<file path="src/rtl/shift_reg_burst_engine.sv">
// Universal shift register with rotate/arithmetic modes and a counted burst FSM.
// Operates as a SIPO/PISO engine between a parallel datapath and serial links.
module shift_reg_burst_engine #(
   parameter int WIDTH = 8,
   parameter int CNT_W = 4
) (
   input  logic             clk,
   input  logic             rst,
   input  logic [2:0]       mode,
   input  logic [WIDTH-1:0] p_din,
   input  logic             s_left_din,
   input  logic             s_right_din,
   input  logic             start,
   input  logic             burst_dir,
   input  logic [CNT_W-1:0] burst_len,
   output logic [WIDTH-1:0] p_dout,
   output logic             s_left_dout,
   output logic             s_right_dout,
   output logic             busy,
   output logic             done,
   output logic [CNT_W-1:0] remaining
);

   typedef enum logic {IDLE, BURST} state_e;

   typedef enum logic [2:0] {
      OP_HOLD = 3'b000,
      OP_SHR  = 3'b001,
      OP_SHL  = 3'b010,
      OP_LOAD = 3'b011,
      OP_ROR  = 3'b100,
      OP_ROL  = 3'b101,
      OP_ASR  = 3'b110,
      OP_RSVD = 3'b111
   } op_e;

   state_e           state_q, state_d;
   logic [WIDTH-1:0] data_q, data_d;
   logic [CNT_W-1:0] cnt_q, cnt_d;
   logic             dir_q, dir_d;
   logic             done_q, done_d;

   logic [WIDTH-1:0] shift_r, shift_l;

   assign shift_r = {s_right_din, data_q[WIDTH-1:1]};
   assign shift_l = {data_q[WIDTH-2:0], s_left_din};

   always_comb begin
      // NOTE: every signal gets a default before the case so no latch is inferred.
      state_d = state_q;
      data_d  = data_q;
      cnt_d   = cnt_q;
      dir_d   = dir_q;
      done_d  = 1'b0;
      unique case (state_q)
         IDLE: begin
            if (start) begin
               // A zero-length burst completes immediately without leaving IDLE.
               if (burst_len != '0) begin
                  dir_d   = burst_dir;
                  cnt_d   = burst_len;
                  state_d = BURST;
               end else begin
                  done_d = 1'b1;
               end
            end else begin
               case (op_e'(mode))
                  OP_SHR:  data_d = shift_r;
                  OP_SHL:  data_d = shift_l;
                  OP_LOAD: data_d = p_din;
                  OP_ROR:  data_d = {data_q[0], data_q[WIDTH-1:1]};
                  OP_ROL:  data_d = {data_q[WIDTH-2:0], data_q[WIDTH-1]};
                  OP_ASR:  data_d = {data_q[WIDTH-1], data_q[WIDTH-1:1]};
                  default: data_d = data_q;
               endcase
            end
         end
         BURST: begin
            data_d = dir_q ? shift_l : shift_r;
            cnt_d  = cnt_q - 1'b1;
            if (cnt_q == CNT_W'(1)) begin
               state_d = IDLE;
               done_d  = 1'b1;
            end
         end
         default: state_d = IDLE;
      endcase
   end

   always_ff @(posedge clk or negedge rst) begin
      if (!rst) begin
         state_q <= IDLE;
         data_q  <= '0;
         cnt_q   <= '0;
         dir_q   <= 1'b0;
         done_q  <= 1'b0;
      end else begin
         // NOTE: non-blocking assignments keep all registers sampling pre-edge values.
         state_q <= state_d;
         data_q  <= data_d;
         cnt_q   <= cnt_d;
         dir_q   <= dir_d;
         done_q  <= done_d;
      end
   end

   assign p_dout       = data_q;
   assign s_left_dout  = data_q[WIDTH-1];
   assign s_right_dout = data_q[0];
   assign busy         = (state_q == BURST);
   assign done         = done_q;
   assign remaining    = cnt_q;

endmodule
</file>
<file path="config.mk">
export PLATFORM = sky130hd
export DESIGN_NAME = shift_reg_burst_engine
export DESIGN_NICKNAME = d
export VERILOG_FILES = /design/src/rtl/shift_reg_burst_engine.sv
export SDC_FILE = /design/constraint.sdc
export NUM_CORES = 1
export LEC_CHECK = 0
export ABC_AREA = 0
export CAP_MARGIN = 10
export CORE_MARGIN = 1
export CORE_UTILIZATION = 50
export DETAILED_ROUTE_END_ITERATION = 16
export HOLD_SLACK_MARGIN = 0.1
export PLACE_DENSITY_LB_ADDON = 0.2
export SYNTH_ARGS = -nofsm -noshare
export SYNTH_HDL_FRONTEND = slang
export SYNTH_SLANG_ARGS = --single-unit
</file>
<file path="constraint.sdc">
create_clock -name clk -period 3.97 [get_ports clk]
set_clock_uncertainty 0.05 [all_clocks]
set_input_delay 0.397 -clock clk [delete_from_list [all_inputs] [get_ports clk]]
set_output_delay 0.397 -clock clk [all_outputs]
set_load 0.005 [all_outputs]
</file>
=== Yosys cells after proc, flatten, opt, wreduce, memory -nomap -nowiden ===
Index checks and enable logic that the tools add are counted.
W data, S select, Z words.

* Add/sub/neg operators: 1
* Multipliers: 0
* Div/mod/pow operators: 0
* $lt $le $gt $ge: 0
* Equality and inequality tests: 13
* Shift operators: 0
* Muxes and demuxes: 15
* Bitwise logic cells: 1
* Reductions and logical operators: 5

{| class="wikitable"
|+ Operators by type and width
! kind !! number
|-
| $pmux W8 S6 || 1
|-
| $mux W8 || 2
|-
| $pmux W8 S2 || 1
|-
| $eq A3 B3 Y1 const B || 3
|-
| $mux W4 || 2
|-
| $ne A2 B2 Y1 const B || 4
|-
| $pmux W4 S2 || 1
|-
| $ne A7 B1 Y1 const B || 1
|-
| $eq A3 B2 Y1 const B || 2
|-
| $mux W1 || 6
|-
| $ne A6 B1 Y1 const B || 1
|-
| $reduce_and A3 Y1 || 2
|-
| $eq A4 B1 Y1 const B || 1
|-
| $pmux W1 S2 || 2
|-
| $reduce_and A2 Y1 || 2
|-
| $reduce_bool A4 Y1 || 1
|-
| $sub A4 B1 Y4 const B || 1
|-
| $eq A3 B1 Y1 const B || 1
|-
| $not A1 Y1 || 1
|}

* Register bits after elaboration: 15
* Bits in latches: 0
* RAM bits: 0
* ROM bits: 0
* Input bits: 21
* Memories kept: 0

=== Longest topological paths before layout ===
* Word-level depth: 4
* Depth in mapped cells: 7
* Mapped depth without buffers: 4

=== Worst setup path after synthesis ===
No wires, ideal clock.

* Kind: input port to flip-flop
* Start: input port mode[2]
* End: register data_q[1] (netlist: p_dout[1])
* Library setup time: 0.123 ns
* Arrival time: 1.343 ns
* Required time: 3.797 ns
* Path slack: 2.454 ns
* Stages on the path: 4
* Path through: or3_1 -> a31o_1 -> buf_6 -> o221a_1

* Word-level cells in the longest chain between the ends: 4
* Elaborated cells between the ends (all ways): 11
* Those cells by class: eq/ne (7); mux (3); reduce/logical (1)

{| class="wikitable"
|+ Ends and longest elaborated chain
! what !! line !! source
|-
| from (decl) || 9 || <nowiki>input logic [2:0] mode,</nowiki>
|-
| $eq A3 B3 Y1, or another cell as far along || 67 || <nowiki>case (op_e'(mode))</nowiki>
|-
| $pmux W8 S6 || 67 ||
|-
| $mux W8 || 57 || <nowiki>if (start) begin</nowiki>
|-
| $pmux W8 S2 || 55 || <nowiki>unique case (state_q)</nowiki>
|-
| to (signal assigned) || 100 || <nowiki>data_q <= data_d;</nowiki>
|-
| to (decl) || 38 || <nowiki>logic [WIDTH-1:0] data_q, data_d;</nowiki>
|}

Several ways; a longest one is shown, not always the timed one. The select of a mux whose other input is x is not followed.
A chain may end at the register's enable or synchronous reset.

=== Worst setup path after layout ===
* Start: input port mode[2]
* End: register data_q[3] (netlist: p_dout[3])

The elaborated chain is that of the path after synthesis.

==> run metrics <==
status=finished clean; slew margin rel.=41.19%; I/O pin cnt=37; Ys Warns=0; Die Y=around 51 µm; total track usage=25.82%; drt via density=5.953; initial antenna violation count=0; Antenna Nets Post-Route=0; Post-synth EDFFs=0; Distinct cells, synth=39; Clock Tree Root=clkbuf_4; DP Cell Count=186; Peak VDD IR=0.0005924 V; setup bufs post-CTS=0; PwrDens=675.7 nW/µm²; largest cells by area after synthesis=dfrtp_1, mux2i_1, mux2_2, o221a_1, nand2_1; CTS buffer count=3; CP required=4.15 ns; Initial Util=53.95%; HP Class=in2async; asr flop ratio synth=100.0%; most frequent cell after synthesis=dfrtp_1; Seq/Total Area, Yosys=31.15%; Critical Path Start Type=primary input; die footprint=~2600 µm²; Slew Limit Fails=0; global-route wire length before repair=5085 µm; Rows=17; Post-Syn Nets=157; drt first-iter violations=19; max-cap violations=0; Ant. Diodes=0; GRT overflow=0; share of layout cells above drive strength 1=8.025%; Avg Inst Size Synth=8.992 µm²; Max Clk Rate=0.4224 GHz; R2R cell count=3; number of global-route vias before repair=1132; final hold vios=0; post-synthesis cell area=approximately 1200 µm²; fin cells=190; Arr. time, crit path=around 2.6 ns; remaining routing DRC violations=0; Slew @ Worst Pin=between 0.8 and 0.9 ns; DR WL/cell=15.62 µm; final setup fails=0; RSZ-0062 raised after global routing=no; CP endpoint kind=register; commonest cells in the synthesized netlist=dfrtp_1, nand2_1, mux2i_1, o21ai_0; CTS clk-pin slew, worst paths=~0.10 ns; area leader, netlist=dfrtp_1; CTS tree=built; GPL Wtd Cong=0.8492; Leak=0.6259 nW; Final Cycle Share=59.63%; DPL Wire Length=a little over 2000 µm; Cells after Synth=134; largest buffer count on any clock path=2; post-route minimum period=2.367 ns; post-cts sizing count=0; Port-buffer cells=36; router iterations before antenna repair=4; final-stage net count=186; largest net degree at the start of global routing=30; Synth top area share=31.15%; synthesis-stage register bit count=15; Detailed Route WL=between 2000 and 3000 µm; H-tree levels=1; Core ar.=2233 µm²; Setup TNS Final=0 ns; Setup CP Type=in2reg; vias=1131; Sink Count=15; CP max FO=29; worst skew pair latency=0.29 ns; Layout area overhead=29.28%; CTS Hold Bufs=0; die width=51.09 µm; Top FF cell, synth=dfrtp_1
## per-stage QoR
stage | cell area [µm²] | total power [mW] | util, % | hold slack (ns) | setup WS [ns]
2_1_floorplan | 1205 | 0.7188 | - | 0.05141 | 2.454
4_1_cts | 1558 | 1.056 | 69.75 | 0.4686 | 1.669
5_1_grt | 1558 | 1.136 | 69.75 | 0.5050 | 1.488
3_5_place_dp | 1530 | 0.9636 | 68.52 | 0.5354 | 1.332
3_3_place_gp | 1530 | 0.9393 | 68.52 | 0.5131 | 1.414
6_report | 1558 | 1.053 | 69.75 | 0.4505 | 1.603
## cells in the final DEF, fill, tap and decap left out, types with 5 or more instances in the layout
master / netlist / routed
clkdlybuf4s50_1: 0 / 36
dfrtp_1: 15 / 15
nand2_1: 14 / 14
o21ai_0: 8 / 8
mux2i_1: 8 / 8
nor2b_1: 7 / 7
a31oi_1: 7 / 7
mux2_2: 7 / 7
a32oi_1: 6 / 6
o221a_1: 6 / 6
inv_1: 5 / 5
a21oi_1: 5 / 5
## area by class of cell
type                    instances  area [µm²]
clock buffers                   3       22.52
inverters                       5       18.77
multi-input cells             102       740.7
well taps                      28       35.03
repair buffers                 36       360.3
fillers                       199       675.6
flip-flops and latches         15       375.4
clock inverters                 1       5.005
## routing by layer
metal	global-route usage [%]	share of wire, %	vias to the layer above
met5	0	0	-
met4	6.944	0.54	0
met3	6.250	5.0	2
met2	40.79	48	40
met1	34.94	47	525
li1	-	-	564
## power breakdown
part / total, mW / internal, mW / switching [mW] / leakage [nW]
combinational: 0.560 / 0.358 / 0.203 / 0.432
clock: 0.0869 / 0.0375 / 0.0495 / 0.0177
sequential: 0.406 / 0.230 / 0.175 / 0.177
total: 1.05 / 0.625 / 0.427 / 0.626
## cells by family (layout without fill, tap and decap cells)
logic type / Yosys count / in the layout / share of synthesized area (%)
compound gates: 46 / 46 / 28.66
buf+inv: 17 / 45 / 7.372
flops: 15 / 15 / 31.15
simple gates: 37 / 37 / 16.10
xor+xnor: 2 / 2 / 1.454
fa+ha+maj: 2 / 2 / 2.077
mux: 15 / 15 / 13.19
## critical path, cell delays in order
cell	delay, ns
clkdlybuf4s50_1	0.87
or3_1	0.58
a31o_1	0.35
nand2b_4	0.15
o221a_1	0.20
## flip-flops by register name, summed over array words and instances (netlist names)
signal and flops:
p_dout 8, busy 1, dir_q 1, remaining 4
done 1
## final timing paths
kind	startpoint	end	slack (ns)
worst max-delay path	mode[2]	p_dout[3]	1.60
worst min-delay path	rst	done	0.45
worst max register to register	busy	p_dout[3]	2.20
worst min register to register	remaining[0]	remaining[0]	0.56
max in group asynchronous	rst	p_dout[7]	2.99
min in group clk	remaining[0]	remaining[0]	0.56
(Power assumes the default switching activity.)
